### src/rtl/stack_calc_pkg.sv
// Shared types for the stack calculator: opcodes, error codes, FSM states and op-legality helpers.
// Combinational helpers only; STACK_CALC_DIV_EN decides whether DIV/MOD are legal opcodes.
// No flow control of its own.
package stack_calc_pkg;

    localparam int ERR_W = 3;

    typedef enum logic [3:0] {
        OP_PUSH = 4'd0,
        OP_POP  = 4'd1,
        OP_INC  = 4'd2,
        OP_DEC  = 4'd3,
        OP_ADD  = 4'd4,
        OP_MUL  = 4'd5,
        OP_SUB  = 4'd6,
        OP_DIV  = 4'd7,
        OP_MOD  = 4'd8,
        OP_DUP  = 4'd9,
        OP_SWAP = 4'd10,
        OP_CLR  = 4'd11
    } op_e;

    typedef enum logic [ERR_W-1:0] {
        ERR_NONE      = 3'd0,
        ERR_ILLEGAL   = 3'd1,
        ERR_UNDERFLOW = 3'd2,
        ERR_OVERFLOW  = 3'd3,
        ERR_DIV_ZERO  = 3'd4
    } err_e;

    typedef enum logic [1:0] {
        ST_IDLE = 2'd0,
        ST_DIV  = 2'd1,
        ST_ERR  = 2'd2
    } state_e;

    function automatic logic op_legal(op_e op);
`ifdef STACK_CALC_DIV_EN
        return op <= OP_CLR;
`else
        return (op <= OP_CLR) && (op != OP_DIV) && (op != OP_MOD);
`endif
    endfunction

    // Entries that must already be on the stack for the op to proceed.
    function automatic logic [1:0] min_operands(op_e op);
        case (op)
            OP_POP, OP_INC, OP_DEC, OP_DUP:                   return 2'd1;
            OP_ADD, OP_MUL, OP_SUB, OP_DIV, OP_MOD, OP_SWAP:  return 2'd2;
            default:                                          return 2'd0;
        endcase
    endfunction

endpackage

### src/rtl/stack_calc_if.sv
// Opcode request / status bundle between the panel controller (master) and the calculator (slave).
// Wires only, no latency; apply is honoured only while ready is high.
interface stack_calc_if
    import stack_calc_pkg::*;
#(
    parameter int W     = 8,
    parameter int DEPTH = 5
);
    localparam int DW = $clog2(DEPTH + 1);

    logic [W-1:0]     in;
    logic [3:0]       op;
    logic             apply;
    logic             err_clr;
    logic             ready;
    logic [W-1:0]     head;
    logic [DW-1:0]    depth;
    logic             empty;
    logic             full;
    logic             valid;
    logic [ERR_W-1:0] err_code;

    modport master (
        output in, op, apply, err_clr,
        input  ready, head, depth, empty, full, valid, err_code
    );

    modport slave (
        input  in, op, apply, err_clr,
        output ready, head, depth, empty, full, valid, err_code
    );

endinterface

### src/rtl/stack_calc_div.sv
// W-bit unsigned restoring divider, one quotient bit per cycle.
// Latency: operands latched on start, done_o high during the cycle after W iteration edges.
// No backpressure: start must only be pulsed while idle; busy_o covers the whole run.
module stack_calc_div #(
    parameter int W = 8
) (
    input  logic         clk,
    input  logic         rst,
    input  logic         start_i,
    input  logic [W-1:0] dividend_i,
    input  logic [W-1:0] divisor_i,
    output logic         busy_o,
    output logic         done_o,
    output logic [W-1:0] quo_o,
    output logic [W-1:0] rem_o
);
    localparam int CW = $clog2(W + 1);

    logic [CW-1:0] cnt_q, cnt_d;
    logic          busy_q, busy_d;
    logic [W-1:0]  quo_q, quo_d, rem_q, rem_d, dvs_q, dvs_d;
    logic [W:0]    trial;

    always_comb begin
        busy_d = busy_q;
        cnt_d  = cnt_q;
        quo_d  = quo_q;
        rem_d  = rem_q;
        dvs_d  = dvs_q;
        // quo_q doubles as the dividend shift register, feeding its MSB into the remainder
        trial  = {rem_q, quo_q[W-1]};
        if (start_i) begin
            busy_d = 1'b1;
            cnt_d  = CW'(W);
            quo_d  = dividend_i;
            rem_d  = '0;
            dvs_d  = divisor_i;
        end else if (busy_q) begin
            if (cnt_q == '0) begin
                busy_d = 1'b0;
            end else begin
                cnt_d = cnt_q - CW'(1);
                if (trial >= {1'b0, dvs_q}) begin
                    rem_d = W'(trial - {1'b0, dvs_q});
                    quo_d = {quo_q[W-2:0], 1'b1};
                end else begin
                    rem_d = trial[W-1:0];
                    quo_d = {quo_q[W-2:0], 1'b0};
                end
            end
        end
    end

    always_ff @(posedge clk) begin
        if (rst) begin
            busy_q <= 1'b0;
            cnt_q  <= '0;
            quo_q  <= '0;
            rem_q  <= '0;
            dvs_q  <= '0;
        end else begin
            busy_q <= busy_d;
            cnt_q  <= cnt_d;
            quo_q  <= quo_d;
            rem_q  <= rem_d;
            dvs_q  <= dvs_d;
        end
    end

    assign busy_o = busy_q;
    assign done_o = busy_q && (cnt_q == '0);
    assign quo_o  = quo_q;
    assign rem_o  = rem_q;

endmodule

### src/rtl/stack_calc_p.sv
// Stack calculator with error FSM; STACK_CALC_DIV_EN adds a multi-cycle DIV/MOD via stack_calc_div.
// Latency: single-cycle ops visible the cycle after acceptance; DIV/MOD write back W+1 edges later.
// Backpressure: ready drops during DIV and in ERR (until err_clr); apply is ignored while not ready.
module stack_calc_p
    import stack_calc_pkg::*;
#(
    parameter int W     = 8,
    parameter int DEPTH = 5
) (
    input  logic         clk,
    input  logic         rst,
    stack_calc_if.slave  bus
);
    localparam int            DW   = $clog2(DEPTH + 1);
    localparam logic [DW-1:0] ONE  = DW'(1);
    localparam logic [DW-1:0] TWO  = DW'(2);
    localparam logic [DW-1:0] FULL = DW'(DEPTH);

    logic [W-1:0]  stk_q [DEPTH];
    logic [DW-1:0] depth_q, depth_d;
    state_e        state_q, state_d;
    err_e          err_q, err_d;

    op_e           op;
    err_e          chk;
    logic          acc;
    logic [DW-1:0] top_idx, sec_idx;
    logic [W-1:0]  opa, opb;
    logic          wa_en, wb_en;
    logic [DW-1:0] wa_idx, wb_idx;
    logic [W-1:0]  wa_dat, wb_dat;
    logic          div_busy, div_done;

    // Clamped indices keep reads in range when the stack is shallow.
    assign top_idx = (depth_q == '0)  ? '0 : depth_q - ONE;
    assign sec_idx = (depth_q < TWO)  ? '0 : depth_q - TWO;
    assign opb     = stk_q[top_idx];
    assign opa     = stk_q[sec_idx];
    assign op      = op_e'(bus.op);
    assign acc     = bus.apply && bus.ready;

    always_comb begin
        chk = ERR_NONE;
        if (!op_legal(op))
            chk = ERR_ILLEGAL;
        else if (depth_q < DW'(min_operands(op)))
            chk = ERR_UNDERFLOW;
        else if ((op == OP_PUSH || op == OP_DUP) && depth_q == FULL)
            chk = ERR_OVERFLOW;
        else if ((op == OP_DIV || op == OP_MOD) && opb == '0)
            chk = ERR_DIV_ZERO;
    end

`ifdef STACK_CALC_DIV_EN
    logic         is_mod_q;
    logic [W-1:0] div_quo, div_rem;
    logic         div_start;

    assign div_start = acc && (chk == ERR_NONE) && (op == OP_DIV || op == OP_MOD);

    stack_calc_div #(.W(W)) u_div (
        .clk        (clk),
        .rst        (rst),
        .start_i    (div_start),
        .dividend_i (opa),
        .divisor_i  (opb),
        .busy_o     (div_busy),
        .done_o     (div_done),
        .quo_o      (div_quo),
        .rem_o      (div_rem)
    );

    always_ff @(posedge clk) begin
        if (rst)            is_mod_q <= 1'b0;
        else if (div_start) is_mod_q <= (op == OP_MOD);
    end
`else
    assign div_busy = 1'b0;
    assign div_done = 1'b0;
`endif

    always_ff @(posedge clk) begin
        if (rst) begin
            state_q <= ST_IDLE;
            err_q   <= ERR_NONE;
            depth_q <= '0;
        end else begin
            state_q <= state_d;
            err_q   <= err_d;
            depth_q <= depth_d;
        end
    end

    always_comb begin
        state_d = state_q;
        err_d   = err_q;
        case (state_q)
            ST_IDLE: if (acc) begin
                if (chk != ERR_NONE) begin
                    state_d = ST_ERR;
                    err_d   = chk;
                end else if (op == OP_DIV || op == OP_MOD) begin
                    state_d = ST_DIV;
                end
            end
            ST_DIV:  if (div_done) state_d = ST_IDLE;
            ST_ERR:  if (bus.err_clr) begin
                state_d = ST_IDLE;
                err_d   = ERR_NONE;
            end
            default: state_d = ST_IDLE;
        endcase
    end

    always_comb begin
        bus.ready    = (state_q == ST_IDLE) && !div_busy;
        bus.valid    = (state_q != ST_ERR);
        bus.err_code = err_q;
        bus.head     = (depth_q == '0) ? '0 : opb;
        bus.depth    = depth_q;
        bus.empty    = (depth_q == '0);
        bus.full     = (depth_q == FULL);
    end

    // Stack write-back: at most two entries change per edge (SWAP uses both ports).
    always_comb begin
        depth_d = depth_q;
        wa_en   = 1'b0;
        wa_idx  = top_idx;
        wa_dat  = opb;
        wb_en   = 1'b0;
        wb_idx  = sec_idx;
        wb_dat  = opa;
        if (acc && chk == ERR_NONE) begin
            case (op)
                OP_PUSH: begin wa_en = 1'b1; wa_idx = depth_q; wa_dat = bus.in; depth_d = depth_q + ONE; end
                OP_POP:  depth_d = depth_q - ONE;
                OP_INC:  begin wa_en = 1'b1; wa_dat = opb + W'(1); end
                OP_DEC:  begin wa_en = 1'b1; wa_dat = opb - W'(1); end
                OP_ADD:  begin wa_en = 1'b1; wa_idx = sec_idx; wa_dat = opa + opb; depth_d = depth_q - ONE; end
                OP_MUL:  begin wa_en = 1'b1; wa_idx = sec_idx; wa_dat = opa * opb; depth_d = depth_q - ONE; end
                OP_SUB:  begin wa_en = 1'b1; wa_idx = sec_idx; wa_dat = opa - opb; depth_d = depth_q - ONE; end
                OP_DUP:  begin wa_en = 1'b1; wa_idx = depth_q; wa_dat = opb; depth_d = depth_q + ONE; end
                OP_SWAP: begin wa_en = 1'b1; wa_dat = opa; wb_en = 1'b1; wb_dat = opb; end
                OP_CLR:  depth_d = '0;
                default: ;
            endcase
        end
`ifdef STACK_CALC_DIV_EN
        if (state_q == ST_DIV && div_done) begin
            wa_en   = 1'b1;
            wa_idx  = sec_idx;
            wa_dat  = is_mod_q ? div_rem : div_quo;
            depth_d = depth_q - ONE;
        end
`endif
    end

    always_ff @(posedge clk) begin
        if (wa_en) stk_q[wa_idx] <= wa_dat;
        if (wb_en) stk_q[wb_idx] <= wb_dat;
    end

endmodule

### src/flat_wrapper.sv
// flat-port wrapper written by rule: the top's interface ports become plain ports
module stack_calc_p_flat import stack_calc_pkg::*;
#(
    parameter int W     = 8,
    parameter int DEPTH = 5
)
  (clk, rst, bus_in, bus_op, bus_apply, bus_err_clr, bus_ready, bus_head, bus_depth, bus_empty, bus_full, bus_valid, bus_err_code);
  stack_calc_if #(.W(W), .DEPTH(DEPTH)) bus_i ();
  input  logic clk;
  input  logic rst;
  input wire logic [$bits(bus_i.in)-1:0] bus_in;
  input wire logic [$bits(bus_i.op)-1:0] bus_op;
  input wire logic [$bits(bus_i.apply)-1:0] bus_apply;
  input wire logic [$bits(bus_i.err_clr)-1:0] bus_err_clr;
  output wire logic [$bits(bus_i.ready)-1:0] bus_ready;
  output wire logic [$bits(bus_i.head)-1:0] bus_head;
  output wire logic [$bits(bus_i.depth)-1:0] bus_depth;
  output wire logic [$bits(bus_i.empty)-1:0] bus_empty;
  output wire logic [$bits(bus_i.full)-1:0] bus_full;
  output wire logic [$bits(bus_i.valid)-1:0] bus_valid;
  output wire logic [$bits(bus_i.err_code)-1:0] bus_err_code;
  assign bus_i.in = bus_in;
  assign bus_i.op = bus_op;
  assign bus_i.apply = bus_apply;
  assign bus_i.err_clr = bus_err_clr;
  assign bus_ready = bus_i.ready;
  assign bus_head = bus_i.head;
  assign bus_depth = bus_i.depth;
  assign bus_empty = bus_i.empty;
  assign bus_full = bus_i.full;
  assign bus_valid = bus_i.valid;
  assign bus_err_code = bus_i.err_code;
  stack_calc_p #(.W(W), .DEPTH(DEPTH)) u_core (.clk(clk), .rst(rst), .bus(bus_i));
endmodule
### config.mk
export PLATFORM = sky130hd
export DESIGN_NAME = stack_calc_p_flat
export DESIGN_NICKNAME = d
export VERILOG_FILES = /design/src/rtl/stack_calc_pkg.sv /design/src/rtl/stack_calc_if.sv /design/src/rtl/stack_calc_div.sv /design/src/rtl/stack_calc_p.sv /design/src/flat_wrapper.sv
export SDC_FILE = /design/constraint.sdc
export NUM_CORES = 1
export LEC_CHECK = 0
export BUFFER_PORTS_ARGS = -buffer_cell sky130_fd_sc_hd__buf_4
export CAP_MARGIN = 40
export CELL_PAD_IN_SITES_DETAIL_PLACEMENT = 2
export CELL_PAD_IN_SITES_GLOBAL_PLACEMENT = 2
export CORE_AREA = 3 3 121 123
export CTS_CLUSTER_DIAMETER = 120
export CTS_CLUSTER_SIZE = 40
export DETAILED_ROUTE_END_ITERATION = 6
export DIE_AREA = 0 0 124 126
export PLACE_DENSITY = 0.82
export SYNTH_ARGS = -nofsm -noshare
export SYNTH_HDL_FRONTEND = slang
export SYNTH_SLANG_ARGS = --single-unit
### constraint.sdc
create_clock -name clk -period 9.4 [get_ports clk]
set_clock_uncertainty 0.1 [all_clocks]
set_input_delay 1.88 -clock clk [delete_from_list [all_inputs] [get_ports clk]]
set_output_delay 1.88 -clock clk [all_outputs]
set_load 0.05 [all_outputs]
# Word-level counts from Yosys, hierarchy flattened
# Memory sizes are Yosys's and may differ from the RTL's.
# Index checks and enable logic that the tools add are counted.
[word_totals] n_memories=2 out_inout_bits=18 word_cells=93 input_bits=16 ramBits=40 romBits=32 ff_bits=8
[classes] n_eq_ne=21 add_sub_neg=7 n_reduce_logical=23 multipliers=1 bitwise=1 n_lt_le_gt_ge=3 n_mux=32
[memory_table] memory="u_core.stk_q" words=5 word_bits=8 read_ports=2 rd_clocked_by_memory_dff=0 write_ports=2 line="stack_calc_p.sv:19" source="logic [W-1:0] stk_q [DEPTH];"
[memory_table] memory="(name not given)" words=16 word_bits=2 read_ports=1 rd_clocked_by_memory_dff=0 write_ports=0 line="stack_calc_pkg.sv:47" source="case (op)"
[ops] cell="one-hot mux 8 bit (7 select lines)" n=1
[ops] cell="2-to-1 mux 8 bit" n=4
[ops] cell="2-to-1 mux 3 bit" n=10
[ops] cell="equality test 4 x 3 -> 1 bit, second input constant" n=4
[ops] cell="equality test 4 bit, second input constant" n=4
[ops] cell="one-hot mux 3 bit (2 select lines)" n=2
[ops] cell="2-to-1 mux 2 bit" n=5
[ops] cell="one-hot mux 3 bit (3 select lines)" n=1
[ops] cell="adder 8 x 1 -> 8 bit, second input constant" n=1
[ops] cell="adder 8 bit" n=1
[ops] cell="equality test 4 x 2 -> 1 bit, second input constant" n=2
[ops] cell="zero test 8 bit" n=1
[ops] cell="multiplier 8 x 8 -> 8 bit" n=1
[ops] cell="2-to-1 mux 1 bit" n=8
[ops] cell="!= test 2 bit, second input constant" n=4
[ops] cell="AND reduction 4 bit" n=2
[ops] cell="OR reduction 8 bit" n=1
[ops] cell="subtractor 8 x 1 -> 8 bit, second input constant" n=1
[ops] cell="subtractor 8 bit" n=1
[ops] cell="logical AND 1 bit" n=6
[ops] cell="zero test 3 bit" n=2
[ops] cell="one-hot mux 2 bit (3 select lines)" n=1
[ops] cell="nonzero test 3 bit" n=2
[ops] cell="equality test 4 x 1 -> 1 bit, second input constant" n=1
[ops] cell="other kinds (21)" n=22

# Longest topological paths before layout
# Gate-level depths: netlist of the first run.
# An unclocked memory read counts as a cell.
[logic_depth] depth_word=14 mapped_depth=27 mapped_depth_nobuf=23

# Worst setup path before layout of the first run
# OpenSTA, ideal clock, no wires.
[synth_path] path_type="reg-to-reg" startpoint="register u_core.depth_q[1], in the netlist u_core.bus.depth[1]" endpoint="memory u_core.stk_q[4][7] (data pin)" path_stages_with_launch=27 path_buffers=4 period_less_slack_ns=6.953 setup_slack_ns=2.447 setup_ns=0.279 arrival_time_ns=6.573 t_required_ns=9.021 cell_sequence="dfxtp_1 > clkbuf_1 > clkbuf_1 > inv_1 > ha_1 > nor3b_2 > or2_1 > buf_6 > o41a_1 > buf_4 > clkinv_2 > nand2_1 > fa_1 > fa_1 > inv_1 > fa_1 > inv_1 > fa_1 > inv_1 > ha_1 > a21oi_1 > xnor2_1 > xnor2_1 > xnor3_1 > xnor2_2 > a221oi_4 > a21oi_1"
[synth_lines] item="start: declaration" line="stack_calc_p.sv:20" source="logic [DW-1:0] depth_q, depth_d;"
[synth_lines] item="start signal: assignment" line="stack_calc_p.sv:90" source="depth_q <= depth_d;"
[synth_lines] item="end: declaration" line="stack_calc_p.sv:19"

==> summary.md, run 1 <==
| Metric | Value |
|---|---|
| Routed via count | `4941` |
| First-pass GRT wire length | `around 32000 um` |
| FF/Latch Area | `roughly 1400 um^2` |
| Hold slack final | `about 0.42 ns` |
| DIE HEIGHT | `between 100 and 150 um` |
| DR pass1 iterations | `5` |
| Sequential power share | `0.236` |
| Max Cap Viol | `0` |
| Worst Path Arrival | `approximately 7.4 ns` |
| Vias in the first global route | `roughly 5.4k` |
| Starting DRT DRC Count | `around 360` |
| Antenna-violating nets left | `0` |
| Slew headroom | `0.347` |
| Post-Route Setup TNS | `0 ns` |
| Dpl ws | `1.94 ns` |
| Remaining Overflow, GRT | `0` |
| Dpl hpwl | `15200 um` |
| # nets final | `approximately 700` |
| P_int | `between 500 and 600 uW` |
| Synth cell types | `74` |
| Setup Buffers After CTS | `0` |
| Die Width | `between 100 and 150 um` |
| Layout cells sized above 1 | `0.135` |
| Post-synth EDFFs | `40` |
| Class of the worst hold path | `register to register` |
| Global-route total usage across every layer | `0.272` |
| CTS Sinks | `48` |
| ANT cells | `0` |
| CTS buffer count | `5` |
| Hold Startpoint | `u_core.bus.err_code[0]` |
| Syn Area/Cell | `slightly below 9 um^2` |
| Root Driver | `clkbuf_16` |
| CTS resizes | `0` |
| CTS tree | `done` |
| Sequential fraction of the synthesis area | `0.257` |
| Syn nets | `around 670` |
| Vias per inst | `approximately 6.1` |
| Clk Latency, worst-skew pair | `~0.29 ns` |
| Dpl cells | `803` |
| Multi-input gate area in the final layout | `roughly 3600 um^2` |
| Startpoint types | `register` |
| Antenna violations before repair | `0` |
| Area delta synth->final | `11.4%` |
| Largest net degree at the start of global routing | `38` |
| Crit. End Element | `register` |
| Ports | `34` |
| Pwr Density | `~180 nW/um^2` |
| Reg-to-Reg Start | `u_core.bus.depth[1]` |
| Critical path type | `register to register` |
| Starting density of the core | `0.385` |
| Core area | `around 14000 um^2` |
| Tmin final | `between 7 and 8 ns` |
| Clock-pin slew on the worst setup and hold paths | `approximately 0.070 ns` |
| Count of final setup violators | `0` |
| Logic pwr share | `0.580` |
| Layout Cells excl Fill | `around 810` |
| Setup ws final | `roughly 1.9 ns` |
| Final hold violation count | `0` |
| Flops & latches, synth | `48` |
| Slew Limit Fails | `0` |
| Crit Path Max Fanout | `22` |
| Sw Ratio | `0.431` |
| Worst setup startpoint | `u_core.bus.depth[1]` |
| Run status | `finished clean` |
| WL per Instance | `about 25 um` |
| Async set-reset flop share out of synthesis | `0` |
| Most used DFF post-synth | `edfxtp_1` |
| VDD IR max | `between 0.07 and 0.08 mV` |
| RSZ-0062 raised after global routing | `no` |
| Part of the cycle the worst path needs | `0.801` |
| Max H-tree Level | `2` |
| Total Wirelength | `about 21000 um` |
| Part of the power in the clock network | `0.184` |
| Placer Congestion | `between 0.8 and 0.9` |
| Maximum root-to-sink buffer count | `2` |
| DRC | `0` |
| Sw Pwr | `~450 uW` |
| Post-CTS Hold Buffers | `0` |
| WP data required | `a little over 9 ns` |
| Port Buffers | `33` |
| Fmax achieved | `about 130 MHz` |
| Worst-Margin Slew | `just under 1 ns` |
| Synth Instances | `between 600 and 700` |
| YS warnings | `0` |
| Area of the die | `roughly 16000 um^2` |
| Fillers | `1556` |
| Leak Pwr | `roughly 2.6 nW` |
| Row cnt | `43` |
| Synthesized area | `5300 um^2` |
==> cell usage after synthesis, types with 14 or more instances <==
cell	count	area [um^2]
clkbuf_1	22	82.6
a22oi_1	14	105
mux2i_1	51	510
nor2_1	47	176
fa_1	14	280
ha_1	36	450
xnor2_1	24	210
inv_1	37	139
edfxtp_1	40	1200
and2_1	19	119
nand2_1	59	221
a21oi_1	42	210
o21ai_0	30	150
==> cell families after synthesis <==
logic type,Yosys count,share of synthesized area
DFF,48,0.257
buffers and inverters,81,0.0632
xor gates and xnor gates,33,0.0599
muxes,60,0.117
AOI/OAI and AO/OA,151,0.195
and+or+nand+nor,184,0.171
adders and majority gates,50,0.138
==> power groups by stage <==
stage | Clock [mW] | Combinational, mW | Sequential, mW
2_1_floorplan | 0 | 0.439 | 0.255
3_3_place_gp | 0 | 0.575 | 0.253
3_5_place_dp | 0 | 0.607 | 0.253
4_1_cts | 0.195 | 0.613 | 0.249
5_1_grt | 0.202 | 0.676 | 0.250
6_report | 0.194 | 0.611 | 0.249
==> sequential cells by signal, summed over array words and instances, names as in the netlist <==
signal,count
u_core.stk_q,40
u_core.bus.depth,3
u_core.bus.err_code,3
u_core.state_q,2
==> routing by layer <==
layer,GRT usage,routed length [um],share of wire
met1,0.356,8740,0.42
met2,0.473,10500,0.51
met3,0.0256,861,0.042
met4,0.0786,454,0.022
met5,0,0,0
==> cell type report <==
type,instances,area share
Inverter,47,0.0301
Multi-Input combinational cell,478,0.611
Timing Repair Buffer,50,0.0635
Tap cell,180,0.0381
Clock buffer,7,0.0260
Sequential cell,48,0.230
Clock inverter,1,0.000847
==> cells in the final DEF, fill, tap and decap left out, types with 6 or more instances in the layout <==
master | netlist | final
a211oi_1 | 10 | 10
a21oi_1 | 42 | 42
a22oi_1 | 14 | 14
and2_1 | 19 | 19
buf_4 | 4 | 50
clkbuf_16 | 0 | 6
dfxtp_1 | 8 | 8
edfxtp_1 | 40 | 40
fa_1 | 14 | 14
ha_1 | 36 | 36
inv_1 | 37 | 37
mux2_2 | 6 | 6
mux2i_1 | 51 | 51
nand2_1 | 59 | 59
nand2b_1 | 7 | 7
nand3_1 | 7 | 7
nor2_1 | 47 | 47
nor2b_1 | 9 | 9
o21ai_0 | 30 | 27
o21ai_1 | 3 | 6
xnor2_1 | 24 | 24
xor2_1 | 6 | 6
==> worst paths after layout <==
kind                            slack (ns)  cells after the start                      to
worst max-delay path                  1.87                     22      u_core.stk_q[2][7]
worst min-delay path                  0.42                      2  u_core.bus.err_code[0]
worst max register to register        1.87                     22      u_core.stk_q[2][7]
worst min register to register        0.42                      2  u_core.bus.err_code[0]
==> stage by stage <==
stage           util  area (um^2)  power, mW
6_report       0.429         5910       1.05
5_1_grt        0.429         5910       1.13
4_1_cts        0.429         5910       1.06
3_5_place_dp   0.418         5750      0.860
3_3_place_gp   0.415         5720      0.828
2_1_floorplan      -         5300      0.694
==> critical path, stage by stage (launching register included) <==
cell	delay, ns
dfxtp_1	0.81
inv_1	0.31
ha_1	0.38
nor3b_2	0.55
or2_1	0.43
o31a_1	0.59
inv_2	0.23
nand2_1	0.12
fa_1	0.41
inv_1	0.06
ha_1	0.23
fa_1	0.54
inv_1	0.05
fa_1	0.53
inv_1	0.04
ha_1	0.32
a21oi_1	0.21
xnor2_1	0.22
xnor2_1	0.17
xnor3_1	0.27
xnor2_2	0.16
a221oi_4	0.34
a21oi_1	0.14
(Power assumes the default switching activity.)
==> inputs of run 2 (changes only) <==
==> constraint.sdc (replaced) <==
create_clock -name clk -period 7.13 [get_ports clk]
set_clock_uncertainty 0.1 [all_clocks]
set_input_delay 1.426 -clock clk [delete_from_list [all_inputs] [get_ports clk]]
set_output_delay 1.426 -clock clk [all_outputs]
set_load 0.05 [all_outputs]
==> run 2 against run 1 <==
  * Critical path depth up 2
  * Core utilization up 0.44 points
  * Sequential share of layout area down 0.23 points
  * Cell area up 1.0%
  * Global-route usage down 0.092 points
  * First-iteration DRC count up 6.3%
  * Largest power group unchanged
==> summary.md, run 2 (synthesis results as in run 1) <==
| Metric | Value |
|---|---|
| Largest net degree at the start of global routing | `38` |
| Slowest stage delay, CP | `0.55 ns` |
| Remaining Overflow, GRT | `0` |
| CTS tree | `done` |
| Placer Congestion | `about 0.90` |
| R2r endpoint | `u_core.stk_q[4][7]` |
| Final hold violation count | `0` |
| Hold slack final | `between 0.4 and 0.5 ns` |
| Slew headroom | `0.382` |
| WP data required | `between 7 and 8 ns` |
| Starting DRT DRC Count | `386` |
| DR pass1 iterations | `5` |
| Reg-to-Reg Start | `u_core.bus.depth[1]` |
| Antenna-violating nets left | `0` |
| Routed via count | `4955` |
| Area of the die | `between 15000 and 20000 um^2` |
| Root Driver | `clkbuf_16` |
| DRC | `0` |
| FF/Latch Area | `around 1400 um^2` |
| Ports | `34` |
| Max H-tree Level | `2` |
| Row cnt | `43` |
| Critical path's slowest cell | `fa_1` |
| Vias per inst | `6.04` |
| Critical path type | `register to register` |
| # nets final | `between 700 and 800` |
| Dpl ws | `0.361 ns` |
| Clock-pin slew on the worst setup and hold paths | `0.07 ns` |
| Most frequent cells in the layout | `59 x nand2_1, 58 x buf_4, 51 x mux2i_1` |
| DIE HEIGHT | `approximately 130 um` |
| Total Wirelength | `20800 um` |
| Biggest register | `u_core.stk_q` |
| Maximum root-to-sink buffer count | `2` |
| Post-Route Setup TNS | `0 ns` |
| Clk Latency, worst-skew pair | `about 0.29 ns` |
| Total power | `1.38 mW` |
| Startpoint types | `register` |
| Die Width | `roughly 120 um` |
| Count of final setup violators | `0` |
| Class of the worst hold path | `register to register` |
| Max Cap Viol | `0` |
| First-pass GRT wire length | `32200 um` |
| Dpl hpwl | `roughly 16000 um` |
| Worst setup startpoint | `u_core.bus.depth[1]` |
| Pwr Density | `between 200 and 250 nW/um^2` |
| Setup ws final | `0.330 ns` |
| Dpl cells | `between 800 and 900` |
| Multi-input gate area in the final layout | `approximately 3600 um^2` |
| CTS buffer count | `5` |
| Layout cells sized above 1 | `0.147` |
| Run status | `finished clean` |
| WL per Instance | `approximately 25 um` |
| Global-route total usage across every layer | `0.271` |
| Most common cell after layout, fill and taps aside | `nand2_1` |
| Worst R2R Setup Slack | `roughly 0.33 ns` |
| Area delta synth->final | `12.6%` |
| Starting density of the core | `0.385` |
| Fmax achieved | `~150 MHz` |
| ANT cells | `0` |
| CP endpoint | `u_core.stk_q[4][7]` |
| Largest register FFs | `40` |
| Setup Buffers After CTS | `0` |
| Fillers | `between 1.5k and 2k` |
| Tmin final | `slightly below 7 ns` |
| Slew Limit Fails | `0` |
| Vias in the first global route | `between 5k and 6k` |
| Port Buffers | `33` |
| Worst Path Arrival | `6.71 ns` |
| Core area | `between 10000 and 15000 um^2` |
| VDD IR max | `0.104 mV` |
| Leak Pwr | `between 2 and 3 nW` |
| Worst-Margin Slew | `between 0.9 and 1 ns` |
| Part of the cycle the worst path needs | `0.954` |
| Crit. End Element | `register` |
| Layout Cells excl Fill | `820` |
| CTS Sinks | `48` |
| Crit-path cells | `inv_1 > ha_1 > nor3b_2 > buf_4 > or2_1 > o41a_1 > buf_4 > clkinv_2 > nand2_1 > fa_1 > fa_1 > inv_1 > fa_1 > inv_1 > fa_1 > inv_1 > ha_1 > a21oi_1 > xnor2_1 > xnor2_1 > xnor3_1 > xnor2_2 > a221oi_4 > a21oi_1` |
| RSZ-0062 raised after global routing | `no` |
| Crit Path Max Fanout | `8` |
| FF-to-FF path depth | `24` |
| Antenna violations before repair | `0` |
==> run 2: layout make-up <==
| type | instances | area share |
|---|---|---|
| multi-input combinational | 478 | 0.606 |
| sequential | 48 | 0.228 |
| timing repair buffer | 60 | 0.0756 |
| tap | 180 | 0.0377 |
| inverter | 47 | 0.0298 |
| clock buffer | 6 | 0.0216 |
| clock inverter | 1 | 0.000838 |
==> run 2: worst min path at each step <==
stage                           start                      to  slack, ns  depth (start not counted)
3_3_place_gp   u_core.bus.err_code[0]  u_core.bus.err_code[0]       0.38                          2
4_1_cts        u_core.bus.err_code[0]  u_core.bus.err_code[0]       0.43                          2
6_report       u_core.bus.err_code[0]  u_core.bus.err_code[0]       0.43                          2
2_1_floorplan       u_core.state_q[0]       u_core.state_q[1]       0.37                          1
3_5_place_dp   u_core.bus.err_code[0]  u_core.bus.err_code[0]       0.39                          2
5_1_grt        u_core.bus.err_code[2]  u_core.bus.err_code[2]       0.46                          1
==> run 2: repair_timing <==
action | 4_1_cts | 5_1_grt
resized for setup | 0 | 2
hold buffers | 0 | 0
setup endpoints to repair | 0 | 1
hold endpoints to repair | 0 | 0
==> run 2: per-stage QoR <==
step | instance area, um^2 | utilization
final | 5970 | 0.434
after global routing | 5970 | 0.434
after CTS | 5960 | 0.433
after detailed placement | 5820 | 0.423
after global placement | 5800 | 0.421
after floorplan | 5300 | -
==> run 2: worst max-delay path: cells and delay by family, from the launching register on <==
family                   cells  cell delay (ns)
AO/OA/AOI/OAI                4             1.12
XOR/XNOR                     4             0.78
flip-flops                   1             0.33
AND/OR/NAND/NOR              3             0.54
adder cells (fa/ha/maj)      6             2.79
buffers and inverters        7             0.86
==> run 2: where the power goes <==
group | total, mW | switching [mW] | internal [mW]
combinational | 0.814 | 0.488 | 0.326
sequential | 0.329 | 0.00668 | 0.322
clock | 0.234 | 0.106 | 0.128
total | 1.38 | 0.600 | 0.776
==> run 2: per-layer routing <==
metal / vias to the layer above / wire [um] / global-route usage / part of all wire
li1: 2233 / - / - / -
met1: 2482 / 8470 / 0.353 / 0.41
met2: 192 / 10400 / 0.465 / 0.50
met3: 48 / 1050 / 0.0274 / 0.050
met4: 0 / 790 / 0.0941 / 0.038
met5: - / 0 / 0 / 0
==> inputs of run 3 (changes only) <==
--- a/config.mk
+++ b/config.mk
@@ -9,12 +9,13 @@
 export CAP_MARGIN = 40
 export CELL_PAD_IN_SITES_DETAIL_PLACEMENT = 2
 export CELL_PAD_IN_SITES_GLOBAL_PLACEMENT = 2
-export CORE_AREA = 3 3 121 123
+export CORE_AREA = 3 3 120 122
+export CTS_BUF_LIST = sky130_fd_sc_hd__clkbuf_8
 export CTS_CLUSTER_DIAMETER = 120
 export CTS_CLUSTER_SIZE = 40
 export DETAILED_ROUTE_END_ITERATION = 6
-export DIE_AREA = 0 0 124 126
-export PLACE_DENSITY = 0.82
+export DIE_AREA = 0 0 123 125
+export PLACE_DENSITY = 0.83
 export SYNTH_ARGS = -nofsm -noshare
 export SYNTH_HDL_FRONTEND = slang
 export SYNTH_SLANG_ARGS = --single-unit
==> run 3 against run 2 <==
  * Register-to-register slack better by 0.24 ns
  * Worst setup slack better by 0.24 ns
  * Final cell count decreased by 0.49%
  * Combinational power increased by 2%
  * Hold slack worse by 0.0067 ns
  * Global-route usage up 0.27 points
  * Sequential share of layout area rose by 0.17 points
  * Total power down 0.10%
  * Non-clock buffer count down 1
  * Fmax grew 3.7%
  * Sequential power hardly changed
  * Critical path depth shrank 2
  * Highest routed layer unchanged
==> summary.md, run 3 (synthesis results as in run 1) <==
| Metric | Value |
|---|---|
| Leak Pwr | `roughly 2.7 nW` |
| Total Wirelength | `just over 20000 um` |
| Setup ws final | `0.571 ns` |
| DIE HEIGHT | `between 100 and 150 um` |
| Clock-pin slew on the worst setup and hold paths | `between 0.1 and 0.15 ns` |
| DRC | `0` |
| Core area | `~13000 um^2` |
| # nets final | `705` |
| Post-Route Setup TNS | `0 ns` |
| Area of the die | `between 15000 and 20000 um^2` |
| Part of the power in the clock network | `0.157` |
| Crit. End Element | `register` |
| Starting DRT DRC Count | `370` |
| Run status | `finished clean` |
| Sw Ratio | `0.451` |
| Clk Latency, worst-skew pair | `0.32 ns` |
| Layout cells sized above 1 | `0.148` |
| Hold Crit Endpoint | `u_core.bus.err_code[2]` |
| Critical path type | `register to register` |
| Starting density of the core | `0.399` |
| Maximum root-to-sink buffer count | `2` |
| Pwr Density | `between 200 and 250 nW/um^2` |
| Count of final setup violators | `0` |
| FF-to-FF path depth | `22` |
| Total power | `between 1 and 1.5 mW` |
| Die Width | `~120 um` |
| Area delta synth->final | `11.7%` |
| Most common cell after layout, fill and taps aside | `nand2_1` |
| Dpl ws | `0.625 ns` |
| Row cnt | `42` |
| Ports | `34` |
| Vias in the first global route | `5596` |
| Routed via count | `just under 5k` |
| CTS buffer count | `5` |
| Antenna-violating nets left | `0` |
| Worst-Margin Slew | `0.915 ns` |
| CTS resizes | `0` |
| Fmax achieved | `between 150 and 200 MHz` |
| CTS Sinks | `48` |
| Slew headroom | `0.388` |
| Worst Path Arrival | `between 6 and 7 ns` |
| Slew Limit Fails | `0` |
| ANT cells | `0` |
| Post-CTS Hold Buffers | `0` |
| Vias per inst | `just over 6` |
| Startpoint types | `register` |
| Part of the cycle the worst path needs | `0.920` |
| Setup Buffers After CTS | `0` |
| Sw Pwr | `roughly 620 uW` |
| Max H-tree Level | `2` |
| VDD IR max | `roughly 0.11 mV` |
| WL per Instance | `25.2 um` |
| Global-route total usage across every layer | `0.274` |
| R2r endpoint | `u_core.stk_q[0][7]` |
| Utilization after layout | `0.446` |
| Antenna violations before repair | `0` |
| Critical path's slowest cell | `fa_1` |
| Final hold violation count | `0` |
| Slowest stage delay, CP | `~0.55 ns` |
| Worst R2R Setup Slack | `between 0.5 and 0.6 ns` |
| Sequential power share | `0.239` |
| Class of the worst hold path | `register to register` |
| Port Buffers | `33` |
| Dpl hpwl | `roughly 16000 um` |
| Crit-path cells | `inv_1 > ha_1 > nor3b_2 > or2_1 > o41a_1 > clkinv_2 > nand2_1 > fa_1 > fa_1 > inv_1 > fa_1 > inv_1 > fa_1 > inv_1 > ha_1 > a21oi_1 > xnor2_1 > xnor2_1 > xnor3_1 > xnor2_2 > a221oi_4 > a21oi_1` |
| Reg-to-Reg Start | `u_core.bus.depth[1]` |
| Logic pwr share | `0.604` |
| Largest register FFs | `40` |
| DR pass1 iterations | `5` |
| CTS tree | `done` |
| P_int | `about 760 uW` |
| RSZ-0062 raised after global routing | `no` |
| WP data required | `roughly 7.1 ns` |
| First-pass GRT wire length | `32300 um` |
| Remaining Overflow, GRT | `0` |
| Placer Congestion | `around 0.9` |
| Hold path cells | `1` |
| Tmin final | `about 6.6 ns` |
| Most frequent cells in the layout | `59 x nand2_1, 58 x buf_4, 51 x mux2i_1` |
| Crit Path Max Fanout | `8` |
| Root Driver | `clkbuf_8` |
| Biggest register | `u_core.stk_q` |
| Largest net degree at the start of global routing | `37` |
| Max Cap Viol | `0` |
| Hold Startpoint | `u_core.bus.err_code[2]` |
[run 3: cell count changes in the layout (fill, tap and decap cells not counted), sizes merged]
cell	before	now
buf	60	59
bufinv	0	1
clkbuf	6	5
clkinv	6	5
clkinvlp	0	1
inv	42	43
[run 3: how the worst max path moves through the flow]
stage	cells past startpoint	slack [ns]	endpoint	start
5_1_grt	22	0.21	u_core.stk_q[1][7]	u_core.bus.depth[1]
2_1_floorplan	26	0.18	u_core.stk_q[4][7]	u_core.bus.depth[1]
3_5_place_dp	22	0.62	u_core.stk_q[1][7]	u_core.bus.depth[1]
6_report	22	0.57	u_core.stk_q[0][7]	u_core.bus.depth[1]
3_3_place_gp	22	0.90	u_core.stk_q[0][7]	u_core.bus.depth[1]
4_1_cts	22	0.58	u_core.stk_q[0][7]	u_core.bus.depth[1]
[run 3: layout make-up]
type / instances / area (um^2)
clock inverter: 3 / 46.3
clock buffer: 5 / 68.8
sequential: 48 / 1360
inverter: 47 / 178
multi-input combinational: 478 / 3610
timing repair buffer: 59 / 440
fill: 1456 / 7370
tap: 176 / 220
[run 3: power groups by stage]
stage	sequential, mW	clock (mW)	combinational, mW
floorplan	0.336	0	0.579
CTS	0.328	0.216	0.831
finish	0.329	0.215	0.831
global route	0.329	0.226	0.915
detailed placement	0.334	0	0.823
global placement	0.334	0	0.776
[run 3: metal layers]
layer  track usage  part of all wire
met5             0                 0
met4         0.111             0.035
met3        0.0271             0.041
met2         0.468              0.50
met1         0.352              0.42
[run 3: through the flow]
stage | instance area, um^2 | instances | hold WS (ns)
5_1_grt | 5930 | 816 | 0.464
3_3_place_gp | 5800 | 806 | 0.375
4_1_cts | 5920 | 815 | 0.429
6_report | 5930 | 816 | 0.425
2_1_floorplan | 5300 | 607 | 0.369
3_5_place_dp | 5810 | 807 | 0.407
[run 3: critical path: cells and delay by family (launching register included)]
family	cells	cell delay (ns)
flip-flops	1	0.32
buffers and inverters	5	0.48
XOR/XNOR	4	0.82
adder cells (fa/ha/maj)	6	2.75
AND/OR/NAND/NOR	3	0.65
AO/OA/AOI/OAI	4	1.16
